`src/rtl/mul_div_unit.sv`:
```
// mul_div_unit: iterative multiply/divide unit with HI/LO result registers.
//
// Operations (op): 00 MULTU, 01 MULT, 10 DIVU, 11 DIV. An accepted start runs for
// exactly WIDTH clock edges (one product or quotient bit per edge), then HI/LO are
// written and done pulses for one cycle. Signed operations work on magnitudes and
// fix the signs up when the result is written.
//
// Ports:
//   clk          sole clock, rising edge
//   reset        asynchronous, active-high reset
//   start        begin an operation (ignored while busy)
//   op           operation select
//   a, b         operands (multiplicand/dividend, multiplier/divisor)
//   hi_we, lo_we direct writes of HI/LO from wdata when not busy
//   wdata        data for hi_we / lo_we
//   hi, lo       result registers
//   busy         operation in progress
//   done         one-cycle pulse, HI/LO hold a new result
module mul_div_unit #(
    parameter int unsigned WIDTH = 32
) (
    input  logic             clk,
    input  logic             reset,
    input  logic             start,
    input  logic [1:0]       op,
    input  logic [WIDTH-1:0] a,
    input  logic [WIDTH-1:0] b,
    input  logic             hi_we,
    input  logic             lo_we,
    input  logic [WIDTH-1:0] wdata,
    output logic [WIDTH-1:0] hi,
    output logic [WIDTH-1:0] lo,
    output logic             busy,
    output logic             done
);

    localparam int unsigned CW = $clog2(WIDTH);

    typedef enum logic [1:0] {StIdle, StRun, StDone} state_e;

    state_e             state_q, state_d;
    logic [CW-1:0]      cnt_q;
    logic               is_div_q, neg_lo_q, neg_hi_q;
    // acc_q: product high half / partial remainder.
    // mq_q:  multiplier (shifted out) + product low half / dividend -> quotient.
    // opnd_q: multiplicand magnitude / divisor magnitude.
    logic [WIDTH-1:0]   acc_q, mq_q, opnd_q;
    logic [WIDTH-1:0]   hi_q, lo_q;

    logic               accept, last;
    logic               sign_a, sign_b;
    logic [WIDTH-1:0]   mag_a, mag_b;
    logic [WIDTH-1:0]   addend;
    logic [WIDTH:0]     sum, sh;
    logic [WIDTH-1:0]   rem_sub;
    logic [WIDTH-1:0]   acc_d, mq_d;
    logic [2*WIDTH-1:0] prod, prod_s;
    logic [WIDTH-1:0]   res_hi, res_lo;

    assign accept = start && (state_q != StRun);
    assign last   = (state_q == StRun) && (cnt_q == CW'(WIDTH - 1));

    assign busy = (state_q == StRun);
    assign done = (state_q == StDone);
    assign hi   = hi_q;
    assign lo   = lo_q;

    // Operand magnitudes; op[0] selects signed interpretation.
    assign sign_a = op[0] & a[WIDTH-1];
    assign sign_b = op[0] & b[WIDTH-1];
    assign mag_a  = sign_a ? -a : a;
    assign mag_b  = sign_b ? -b : b;

    always_comb begin
        state_d = state_q;
        unique case (state_q)
            StIdle, StDone: state_d = start ? StRun : StIdle;
            StRun:          if (last) state_d = StDone;
            default:        state_d = StIdle;
        endcase
    end

    // One iteration step: shift-add multiply or restoring division.
    always_comb begin
        addend  = mq_q[0] ? opnd_q : '0;
        sum     = {1'b0, acc_q} + {1'b0, addend};
        sh      = {acc_q, mq_q[WIDTH-1]};
        rem_sub = sh[WIDTH-1:0] - opnd_q;
        if (is_div_q) begin
            // A zero divisor always "fits", giving an all-ones quotient and remainder = dividend.
            if (sh >= {1'b0, opnd_q}) begin
                acc_d = rem_sub;
                mq_d  = {mq_q[WIDTH-2:0], 1'b1};
            end else begin
                acc_d = sh[WIDTH-1:0];
                mq_d  = {mq_q[WIDTH-2:0], 1'b0};
            end
        end else begin
            acc_d = sum[WIDTH:1];
            mq_d  = {sum[0], mq_q[WIDTH-1:1]};
        end
    end

    // Sign fix-up applied on the final step.
    always_comb begin
        prod   = {acc_d, mq_d};
        prod_s = neg_lo_q ? -prod : prod;
        if (is_div_q) begin
            res_lo = neg_lo_q ? -mq_d : mq_d;
            res_hi = neg_hi_q ? -acc_d : acc_d;
        end else begin
            res_lo = prod_s[WIDTH-1:0];
            res_hi = prod_s[2*WIDTH-1:WIDTH];
        end
    end

    always_ff @(posedge clk or posedge reset) begin
        if (reset) begin
            state_q  <= StIdle;
            cnt_q    <= '0;
            is_div_q <= 1'b0;
            neg_lo_q <= 1'b0;
            neg_hi_q <= 1'b0;
            acc_q    <= '0;
            mq_q     <= '0;
            opnd_q   <= '0;
            hi_q     <= '0;
            lo_q     <= '0;
        end else begin
            state_q <= state_d;

            if (accept) begin
                cnt_q    <= '0;
                is_div_q <= op[1];
                acc_q    <= '0;
                mq_q     <= op[1] ? mag_a : mag_b;
                opnd_q   <= op[1] ? mag_b : mag_a;
                // Divide by zero keeps the all-ones quotient unsigned; remainder keeps sign of a.
                neg_lo_q <= (sign_a ^ sign_b) && !(op[1] && (b == '0));
                neg_hi_q <= op[1] ? sign_a : (sign_a ^ sign_b);
            end else if (state_q == StRun) begin
                cnt_q <= cnt_q + 1'b1;
                acc_q <= acc_d;
                mq_q  <= mq_d;
            end

            if (state_q != StRun) begin
                if (hi_we) hi_q <= wdata;
                if (lo_we) lo_q <= wdata;
            end else if (last) begin
                hi_q <= res_hi;
                lo_q <= res_lo;
            end
        end
    end

endmodule

```
`config.mk`:
```
export PLATFORM = sky130hd
export DESIGN_NAME = mul_div_unit
export DESIGN_NICKNAME = d
export VERILOG_FILES = /design/src/rtl/mul_div_unit.sv
export SDC_FILE = /design/constraint.sdc
export NUM_CORES = 1
export LEC_CHECK = 0
export BUFFER_PORTS_ARGS = -buffer_cell sky130_fd_sc_hd__clkbuf_2
export CAP_MARGIN = 20
export CORE_MARGIN = 10
export CORE_UTILIZATION = 46
export CTS_CLUSTER_DIAMETER = 30
export DETAILED_ROUTE_END_ITERATION = 6
export PLACE_DENSITY = 0.66
export SYNTH_ARGS = -nofsm -noshare
export SYNTH_HDL_FRONTEND = slang
export SYNTH_SLANG_ARGS = --single-unit
```
`constraint.sdc`:
```
create_clock -name clk -period 7.4 [get_ports clk]
set_clock_uncertainty 0.05 [all_clocks]
set_input_delay 0.74 -clock clk [delete_from_list [all_inputs] [get_ports clk]]
set_output_delay 0.74 -clock clk [all_outputs]
set_load 0.03 [all_outputs]
```
# [Word level (Yosys, flattened, before mapping)]
# Cells that the tools add are included.
# W data, S select, Z words.
[word_totals] ff_bits=170 input_bits=103 out_inout_bits=66 word_cells=71
[op_classes] add_sub_neg=8 n_lt_le_gt_ge=1 n_eq_ne=7 mux=30 n_bitwise=3 n_reduce_logical=12
[op_table] operator="$mux W32" n=22
[op_table] operator="$neg A32 Y32" n=4
[op_table] operator="$mux W64" n=1
[op_table] operator="$neg A64 Y64" n=1
[op_table] operator="$add A32 B32 Y33" n=1
[op_table] operator="$ge A33 B32 Y1" n=1
[op_table] operator="$logic_not A32 Y1" n=1
[op_table] operator="$sub A32 B32 Y32" n=1
[op_table] operator="$mux W5" n=2
[op_table] operator="$add A5 B1 Y5 const B" n=1
[op_table] operator="$eq A5 B5 Y1 const B" n=1
[op_table] operator="$logic_and A1 B1 Y1" n=4
[op_table] operator="$ne A2 B1 Y1 const B" n=2
[op_table] operator="$ne A2 B2 Y1 const B" n=2
[op_table] operator="$pmux W2 S2" n=1
[op_table] operator="$reduce_and A2 Y1" n=2
[op_table] operator="$reduce_bool A2 Y1" n=2
[op_table] operator="$mux W1" n=3
[op_table] operator="$and A1 B1 Y1" n=2
[op_table] operator="$eq A2 B1 Y1 const B" n=1
[op_table] operator="$eq A2 B2 Y1 const B" n=1
[op_table] operator="$logic_not A2 Y1" n=1
[op_table] operator="$mux W2" n=1
[op_table] operator="$reduce_or A2 Y1" n=1
[op_table] operator="2 further kinds" n=2

# [Longest topological paths before layout]
# Gate-level depths: netlist (run 1).
[depth] depth_word=8 mapped_depth=21 mapped_depth_nobuf=20

# [Worst setup path after synthesis (run 1)]
# No wires, ideal clock.
[synth_timing] path_type="register to register" from="register acc_q[12]" to="register hi_q[16] (netlist: hi[16])" t_arrival_ns=4.328 t_required_ns=7.219 setup_slack_ns=2.891 path_stages_with_launch=20 path_buffers=1 period_less_slack_ns=4.509 path_cell_list="dfrtp_1 > ha_1 > buf_4 > and3_1 > and3_4 > a21oi_4 > o221a_2 > a31o_4 > ha_1 > nor3b_1 > o221ai_1 > nor2_1 > o21ai_0 > a21oi_1 > nand4_1 > or2_2 > nand2_1 > o21ai_0 > o211a_1 > or3_1"
[synth_via] elab_chain_cells=8 elab_cells_between_ends=14 classes_between="add/sub (4); order compare (1); mux (9)"
[synth_rtl] element="start, declared" line_no="47" text="logic [WIDTH-1:0] acc_q, mq_q, opnd_q;"
[synth_rtl] element="start signal, assigned" line_no="124" text="acc_q <= '0;"
[synth_rtl] element="start signal, assigned" line_no="135" text="acc_q <= '0;"
[synth_rtl] element="start signal, assigned" line_no="143" text="acc_q <= acc_d;"
[synth_rtl] element="$sub A32 B32 Y32 / $ge A33 B32 Y1 (equally long branches)" line_no="88, 91"
[synth_rtl] element="$mux W32 / $mux W1 (equally long branches)" line_no="91" text="if (sh >= {1'b0, opnd_q}) begin"
[synth_rtl] element="$mux W32" line_no="89" text="if (is_div_q) begin"
[synth_rtl] element="$neg A64 Y64 / $neg A32 Y32 (equally long branches)" line_no="107, 110"
[synth_rtl] element="$mux W64 / $mux W32 (equally long branches)" line_no="107, 110"
[synth_rtl] element="$mux W32 (*)" line_no="108" text="if (is_div_q) begin"
[synth_rtl] element="$mux W32 (*)" line_no="150" text="end else if (last) begin"
[synth_rtl] element="$mux W32 (*)" line_no="147" text="if (state_q != StRun) begin"
[synth_rtl] element="end signal, assigned" line_no="148" text="if (hi_we) hi_q <= wdata;"
[synth_rtl] element="end signal, assigned" line_no="151" text="hi_q <= res_hi;"
[synth_rtl] element="end, declared" line_no="48" text="logic [WIDTH-1:0] hi_q, lo_q;"
# Every way passes the cells marked *; elsewhere a longest branch is shown, timed or not. The select of a mux whose other input is x is not followed.
# A chain may end at the register's enable or synchronous reset.

# [Worst setup path after layout (run 1)]
[layout_timing] from="register acc_q[17]" to="register hi_q[16] (netlist: hi[16])"
[layout_via] elab_chain_cells=8 elab_cells_between_ends=13 classes_between="add/sub (3); order compare (1); mux (9)"
[layout_rtl] element="$ge A33 B32 Y1" line_no="91"
[layout_rtl] element="$mux W1 / $mux W32 (equally long branches)" line_no="91"
[layout_rtl] element="$mux W32" line_no="89"
[layout_rtl] element="$neg A64 Y64 / $neg A32 Y32 (equally long branches)" line_no="107, 110"
[layout_rtl] element="$mux W64 / $mux W32 (equally long branches)" line_no="107, 110"
[layout_rtl] element="$mux W32 (*)" line_no="108"
[layout_rtl] element="$mux W32 (*)" line_no="150"
[layout_rtl] element="$mux W32 (*)" line_no="147"
# Marked as above.

==> results of run 1 <==
## worst reg2reg max path, stage by stage, from the launching register on
cell      delay (ns)
dfrtp_1         0.43
ha_1            0.47
a21oi_1         0.27
o21ai_2         0.14
a211oi_2        0.29
o221a_2         0.50
a31o_4          0.30
ha_1            0.21
nor3b_1         0.26
o221ai_1        0.24
nor2_1          0.15
o21ai_0         0.14
a21oi_1         0.34
nand4_1         0.36
or2_2           0.40
nand2_1         0.18
o21ai_0         0.28
o211a_1         0.30
or3_1           0.36
## cell families (layout without fill, tap and decap cells)
logic type,after synthesis,count (layout),share of synthesized area (%)
fa+ha+maj,72,72,5.64
compound gates,733,733,28.5
xor+xnor,131,131,7.07
buf+inv,211,293,5.38
simple gates,805,805,24.2
other cells,0,1,0
flops,170,170,26.2
mux,48,48,3.01
## routing by layer
metal / vias to the layer above / global-route usage [%] / wire [um]
met5: - / 0 / 27
li1: 8036 / - / -
met4: 4 / 11.0 / 2420
met2: 758 / 46.1 / 29700
met3: 120 / 4.56 / 4840
met1: 8319 / 37.1 / 27000
## path summary, 6_finish.rpt
| kind | endpoint | cells past startpoint |
|---|---|---|
| max | hi[16]$_DFFE_PP0P_ | 18 |
| min | hi[21]$_DFFE_PP0P_ | 2 |
| max reg2reg | hi[16]$_DFFE_PP0P_ | 18 |
| min reg2reg | hi[9]$_DFFE_PP0P_ | 2 |
| max in group asynchronous | mq_q[24]$_DFFE_PP0P_ | 3 |
| min in group clk | hi[9]$_DFFE_PP0P_ | 2 |
## metrics by stage
| step | hold WS, ns | area, um^2 | instances |
|---|---|---|---|
| finish | 0.293 | 17900 | 2708 |
| global route | 0.331 | 17900 | 2707 |
| CTS | 0.330 | 17800 | 2706 |
| detailed placement | 0.427 | 17200 | 2674 |
| global placement | 0.415 | 17200 | 2674 |
| floorplan | 0.413 | 16200 | 2170 |
## area by class of cell
cell class | instances | area, um^2
clock inverter | 14 | 181
fill | 3420 | 16800
tap | 455 | 569
antenna | 1 | 2.50
sequential | 170 | 4260
clock buffer | 18 | 439
multi-input combinational | 1789 | 11100
inverter | 70 | 269
timing repair buffer | 191 | 1030
## cell usage after synthesis, types with 7 or more instances
master and instances:
nor4_1 14, or2_2 9, a31oi_1 53, inv_1 65
o2111ai_1 7, o41ai_1 10, xnor2_1 72, nor3_1 61
dfrtp_1 170, buf_2 21, nand3_1 73, or4_1 11
or3_1 16, nor2b_1 17, o21a_1 13, a21oi_1 207
and2_1 50, o21ai_0 203, o211ai_1 31, and3_1 26
a211oi_1 66, o22ai_1 7, a21o_1 29, nand2_1 240
o31ai_1 14, ha_1 70, xor2_1 59, nand4_1 22
nand2b_1 11, mux2i_1 41, clkbuf_1 96, buf_1 12
nor2_1 204, o21bai_1 8, nor3b_1 11
## registers in the layout (all words and copies together) (netlist names)
name,cells
hi,32
cnt_q,5
lo,32
acc_q,32
opnd_q,32
neg_lo_q,1
mq_q,32
state_q,2
is_div_q,1
neg_hi_q,1
==> metrics.yaml, run 1 <==
critical_path:
  cp_max_fo: 15
  cp_num_buf_inv: 0
  cpLargestDelayFamily: "compound AO/OA/AOI/OAI gates"
  critPathRequiredTime_ns: 7.70
  critPathSlowestCell: "o221a_2"
  path_cells: "ha_1 > a21oi_1 > o21ai_2 > a211oi_2 > o221a_2 > a31o_4 > ha_1 > nor3b_1 > o221ai_1 > nor2_1 > o21ai_0 > a21oi_1 > nand4_1 > or2_2 > nand2_1 > o21ai_0 > o211a_1 > or3_1"
  critPathCaptureType: "register"
  r2r_start: "acc_q[17]$_DFFE_PP0P_"
  arrival_ns: 6.07
  cp-start-kind: "register"
  rrSetupSlack_ns: 1.63
  startpoint: "acc_q[17]$_DFFE_PP0P_"
  max_stage_delay_ns: 0.50
  critPathKind: "reg -> reg"
flow_run:
  drv_cap: 0
routing:
  firstDrtPassIters: 6
  num_vias: 17200
  drtAntennaViolNets: 0
  routed_wl_um: 64000
  vias_per_cell: 6.37
  wl_per_cell_um: 23.6
  drc: 0
  drt_iter0_markers: 1643
floorplanning:
  initial_core_util_pct: 46.8
  die_y_um: 208
  pin_count: 169
  num_rows: 68
  coreArea_um2: 34700
  die_w_um: 208
  fp.dieArea_um2: 43200
cells_and_area:
  drive_above_1_share_pct: 12.8
  final_util_pct: 51.5
  syn_to_final_growth_pct: 10.1
  final_common_cell: "nand2_1"
  nNetsFinal: 2414
  final_cell_mix: "nand2_1, a21oi_1, nor2_1"
yosys:
  netlist_area_um2: 16200
  ys_seq_elements: 170
  synth_nets: 2345
  yosysSeqAreaShare_pct: 26.2
  synth_top_cell_by_area: "dfrtp_1"
  syn_avg_cell_area_um2: 7.48
  synth.area.top_cells: "dfrtp_1, a21oi_1, o21ai_0, nand2_1, ha_1"
  synth_top_area_share_pct: 26.2
  yosys_warnings: 0
  synth_edf_count: 0
  synth_cells: 2170
  synth-async-reset-ratio_pct: 100
  synth.distinct_cells: 96
  synthFlopType: "dfrtp_1"
sta:
  layout_setup_ws_ns: 1.63
  final_max_slew_viol_count: 0
  relSlewSlack_pct: 33.0
  hold_viol: 0
  setup_viol: 0
  fin_setup_tns_ns: 0
  fin_crit_ns: 5.77
  timing.fmax_ghz: 0.173
  worst_pin_slew_ns: 0.995
  rsz0062_at_grt: "false"
  timing.final.crit_share_pct: 77.9
clock_tree:
  numCtsBuffers: 17
  post-cts-setup-buffers: 0
  cts_resized: 0
  clockBufferDepth: 2
  htreeDepth: 4
  hold_buffers: 0
  clk_latency_ns: 0.47
  clock_sinks: 170
  path_clk_slew_ns: 0.08
  cts_tree: "done"
  cts-root-buf: "clkbuf_16"
status:
  status: "complete, no violations"
place:
  port_buffers: 168
  place_congestion: 0.999
  dp_slack_ns: 1.82
  hpwl_um: 50000
global_route:
  grt_pass1_wl_um: 97700
  grt.total_usage_pct: 28.5
  grt_max_degree: 103
  gr-total-overflow: 0
  antenna_found_initial: 2
  grt_pass1_vias: 16400
min_path:
  min_path_type: "in -> async"
Power of run 1 is not shown: default switching activity piles up to over one toggle a cycle in this logic, so the estimate is an artifact.
==> run 2: changes to the inputs <==
--- a/config.mk
+++ b/config.mk
@@ -11,7 +11,7 @@
 export CORE_UTILIZATION = 46
 export CTS_CLUSTER_DIAMETER = 30
 export DETAILED_ROUTE_END_ITERATION = 6
-export PLACE_DENSITY = 0.66
+export PLACE_DENSITY = 0.68
 export SYNTH_ARGS = -nofsm -noshare
 export SYNTH_HDL_FRONTEND = slang
 export SYNTH_SLANG_ARGS = --single-unit
==> constraint.sdc (replaced) <==
create_clock -name clk -period 4.74 [get_ports clk]
set_clock_uncertainty 0.05 [all_clocks]
set_input_delay 0.474 -clock clk [delete_from_list [all_inputs] [get_ports clk]]
set_output_delay 0.474 -clock clk [all_outputs]
set_load 0.03 [all_outputs]
==> metrics.yaml, run 2 (same netlist as run 1, synthesis figures left out) <==
status:
  status: "complete, no violations"
clock_tree:
  clockBufferDepth: 2
  numCtsBuffers: 17
  hold_buffers: 0
  path_clk_slew_ns: 0.07
  htreeDepth: 4
  cts-root-buf: "clkbuf_16"
  cts_tree: "done"
  clk_latency_ns: 0.46
  clock_sinks: 170
sta:
  timing.final.crit_share_pct: 96.5
  relSlewSlack_pct: 31.0
  layout_setup_ws_ns: 0.164
  worst_pin_slew_ns: 1.03
  hold_viol: 0
  timing.fmax_ghz: 0.219
  fin_crit_ns: 4.58
  setup_viol: 0
  holdWs_ns: 0.184
  final_max_slew_viol_count: 0
cells_and_area:
  final_common_cell: "nand2_1"
  nNetsFinal: 2539
  drive_above_1_share_pct: 18.7
  stdcell_count: 2832
  final_cell_mix: "nand2_1, a21oi_1, nor2_1"
  syn_to_final_growth_pct: 16.7
  num_antenna_cells: 0
  final_util_pct: 54.6
floorplanning:
  die_y_um: 208
  die_w_um: 208
  fp.dieArea_um2: 43200
  pin_count: 169
  coreArea_um2: 34700
  num_rows: 68
  initial_core_util_pct: 46.8
place:
  place_congestion: 0.979
  placed_cells_incl_taps: 2788
  dp_slack_ns: 0.0225
  hpwl_um: 50800
  port_buffers: 168
routing:
  routed_wl_um: 64600
  drtAntennaViolNets: 0
  vias_per_cell: 6.22
  firstDrtPassIters: 5
  drt_iter0_markers: 1722
  drc: 0
  num_vias: 17600
  wl_per_cell_um: 22.8
global_route:
  antenna_found_initial: 6
  grt_pass1_wl_um: 98400
  gr-total-overflow: 0
  grt_max_degree: 171
  grt.total_usage_pct: 28.6
  grt_pass1_vias: 16500
min_path:
  min_path_type: "in -> async"
critical_path:
  critPathCaptureType: "register"
  critPathRequiredTime_ns: 5.04
  cp_max_fo: 14
  critPathKind: "reg -> reg"
  arrival_ns: 4.87
  cp-start-kind: "register"
flow_run:
  drv_cap: 0
-- run 2: changes by cell type in the layout (fill, tap and decap cells not counted), moves of 3 or more --
cell,previous run,this run
buf_4,22,142
buf_6,0,3
bufinv_16,3,0
clkinvlp_4,2,6
ha_1,70,59
ha_2,0,9
o21ai_0,203,197
o21ai_1,5,11
-- run 2: routing by layer --
layer	GRT usage, %	vias up	wire length, um
li1	-	8296	-
met4	11.2	0	2610
met5	0	-	0
met3	5.35	116	5020
met2	44.9	732	29400
met1	37.9	8478	27600
-- run 2: critical path, stage by stage, from the launching register on --
cell and delay, ns:
dfrtp_1 0.43, ha_2 0.43, nand4_1 0.24, nor4_4 0.39, o211ai_1 0.20, o221a_2 0.21, buf_4 0.23, nand2_1 0.12
buf_6 0.18, mux2_1 0.34, mux2i_1 0.21, o2111a_2 0.31, nand3_2 0.13, or4b_4 0.53, nand4_1 0.10, or3b_1 0.35
-- run 2: area by class of cell --
class	count	area [um^2]
fillers	3421	15800
clock inverters	12	90.1
clock buffers	20	457
flip-flops and latches	170	4260
inverters	70	267
well taps	455	569
repair buffers	316	2000
multi-input cells	1789	11300
-- run 2: final timing paths --
path | from | endpoint | slack (ns) | cells after the start
min in group clk | wdata[1] | hi[1]$_DFFE_PP0P_ | 0.22 | 3
hold reg to reg | hi[7]$_DFFE_PP0P_ | hi[7]$_DFFE_PP0P_ | 0.44 | 2
max in group asynchronous | reset | is_div_q$_DFFE_PP0P_ | 3.51 | 3
setup / recovery | acc_q[16]$_DFFE_PP0P_ | hi[23]$_DFFE_PP0P_ | 0.16 | 15
setup reg to reg | acc_q[16]$_DFFE_PP0P_ | hi[23]$_DFFE_PP0P_ | 0.16 | 15
hold / removal | reset | cnt_q[2]$_DFFE_PP0P_ | 0.18 | 3
-- run 2: through the flow --
stage	setup TNS, ns	area, um^2
2_1_floorplan	0	16200
3_3_place_gp	0	18100
3_5_place_dp	0	18100
4_1_cts	0	18600
5_1_grt	-0.131	18900
6_report	0	18900
-- run 2: what timing repair did --
action | CTS | global route
gates resized for setup | 0 | 46
endpoints found under the hold margin | 0 | 0
setup endpoints to repair | 0 | 25
setup buffers | 0 | 11
Power of run 2 is left out for the same reason.
==> run 3: changes to the inputs <==
--- a/config.mk
+++ b/config.mk
@@ -5,6 +5,7 @@
 export SDC_FILE = /design/constraint.sdc
 export NUM_CORES = 1
 export LEC_CHECK = 0
+export ABC_AREA = 0
 export BUFFER_PORTS_ARGS = -buffer_cell sky130_fd_sc_hd__clkbuf_2
 export CAP_MARGIN = 20
 export CORE_MARGIN = 10
@@ -12,6 +13,8 @@
 export CTS_CLUSTER_DIAMETER = 30
 export DETAILED_ROUTE_END_ITERATION = 6
 export PLACE_DENSITY = 0.68
+export RECOVER_POWER = 25
+export REMOVE_ABC_BUFFERS = 1
 export SYNTH_ARGS = -nofsm -noshare
 export SYNTH_HDL_FRONTEND = slang
 export SYNTH_SLANG_ARGS = --single-unit
==> metrics.yaml, run 3 (same netlist as run 1, synthesis figures left out) <==
place:
  hpwl_um: 52000
  dp_slack_ns: -0.171
  port_buffers: 168
  place_congestion: 1.02
floorplanning:
  initial_core_util_pct: 46.8
  num_rows: 68
  die_y_um: 208
  die_w_um: 208
  fp.dieArea_um2: 43200
  pin_count: 169
  coreArea_um2: 34700
critical_path:
  cpLargestDelayFamily: "simple AND/OR/NAND/NOR gates"
  cp_num_buf_inv: 4
  crit_cells: 17
  cp_max_fo: 8
  critPathKind: "reg -> reg"
  reg2reg_depth: 17
  critPathSlowestCell: "or4b_4"
  cp-start-kind: "register"
  rrSetupSlack_ns: 0.14
  path_cells: "inv_1 > ha_1 > nand4b_1 > nor2_2 > nand3_1 > o221a_4 > buf_4 > buf_4 > nand2_1 > buf_12 > mux2_2 > mux2i_1 > o2111a_1 > nand3_2 > or4b_4 > nand4_1 > or3b_1"
  arrival_ns: 4.90
  cpMostUsedCell: "buf_4"
  max_stage_delay_ns: 0.55
  critPathRequiredTime_ns: 5.04
  critPathCaptureType: "register"
sta:
  fin_crit_ns: 4.60
  worst_pin_slew_ns: 2.78
  final_max_slew_viol_count: 173
  timing.fmax_ghz: 0.217
  timing.final.crit_share_pct: 97.0
  hold_viol: 0
  holdWs_ns: 0.205
  rsz0062_at_grt: "true"
  setup_viol: 0
  layout_setup_ws_ns: 0.140
  relSlewSlack_pct: -86.5
cells_and_area:
  drive_above_1_share_pct: 19.0
  syn_to_final_growth_pct: 18.1
  fill_cells: 3431
  final_common_cell: "nand2_1"
  final_cell_mix: "nand2_1, nor2_1, a21oi_1"
  nNetsFinal: 2556
global_route:
  antenna_found_initial: 0
  grt_pass1_wl_um: 103000
  grt_pass1_vias: 17100
  grt_max_degree: 116
  grt.total_usage_pct: 30.0
  gr-total-overflow: 0
clock_tree:
  hold_buffers: 0
  htreeDepth: 4
  path_clk_slew_ns: 0.08
  clockBufferDepth: 2
  cts-root-buf: "clkbuf_16"
  clock_sinks: 170
  clk_latency_ns: 0.46
  cts_tree: "done"
  numCtsBuffers: 17
min_path:
  whs_path_depth: 3
  min_path_type: "in -> reg"
routing:
  firstDrtPassIters: 5
  drtAntennaViolNets: 0
  drc: 0
  num_vias: 18000
  vias_per_cell: 6.32
  routed_wl_um: 67200
  wl_per_cell_um: 23.6
  drt_iter0_markers: 1938
flow_run:
  drv_cap: 2
status:
  status: "finished with violations"
  violations: "capacitance limit, slew limit"
-- run 3: cell count changes in the layout (fill, tap and decap cells not counted), moves of 3 or more --
cell | before | now
a21oi_1 | 204 | 200
a21oi_2 | 5 | 9
buf_4 | 142 | 158
bufinv_16 | 0 | 3
clkinvlp_4 | 6 | 0
ha_1 | 59 | 65
ha_2 | 9 | 3
o21ai_1 | 11 | 8
-- run 3: through the flow --
stage / utilization [%] / area (um^2) / instances / TNS [ns]
after CTS: 54.4 / 18900 / 2837 / 0
after floorplan: - / 15600 / 2029 / -293.18
after detailed placement: 52.6 / 18300 / 2805 / -0.705
after global routing: 55.2 / 19200 / 2849 / -0.144
final: 55.2 / 19200 / 2850 / 0
after global placement: 52.6 / 18300 / 2805 / -0.0131
-- run 3: cell type report --
cell class | count | area, um^2 | area share [%]
clock inverter | 12 | 176 | 0.920
timing repair buffer | 333 | 2140 | 11.1
clock buffer | 20 | 447 | 2.33
inverter | 70 | 265 | 1.38
antenna | 1 | 2.50 | 0.0131
multi-input combinational | 1789 | 11300 | 59.0
sequential | 170 | 4260 | 22.2
tap | 455 | 569 | 2.97
-- run 3: tightest hold or removal path, cell delays in order --
cell and delay (ns):
clkbuf_2 0.08, nand2_1 0.06, a31oi_1 0.07
-- run 3: timing repair --
action / CTS / global route
setup endpoints to repair: 13 / 29
gates resized for setup: 4 / 37
pin swaps: 0 / 15
setup buffers: 0 / 11
-- run 3: path summary, 6_finish.rpt --
| kind | startpoint | endpoint |
|---|---|---|
| max reg2reg | opnd_q[30]$_DFFE_PP0P_ | hi[23]$_DFFE_PP0P_ |
| min in group asynchronous | reset | lo[9]$_DFFE_PP0P_ |
| max | opnd_q[30]$_DFFE_PP0P_ | hi[23]$_DFFE_PP0P_ |
| min reg2reg | hi[7]$_DFFE_PP0P_ | hi[7]$_DFFE_PP0P_ |
| max in group asynchronous | reset | opnd_q[24]$_DFFE_PP0P_ |
| min | wdata[3] | hi[3]$_DFFE_PP0P_ |
-- run 3: metal layers --
metal	share of wire, %	global-route usage (%)	vias to the layer above	routed length (um)
met3	8.0	4.98	150	5400
met1	42	39.4	8586	28500
met4	4.9	13.9	0	3310
li1	-	-	8328	-
met2	45	47.0	937	29900
met5	0	0	-	0
Power of run 3 is left out for the same reason.
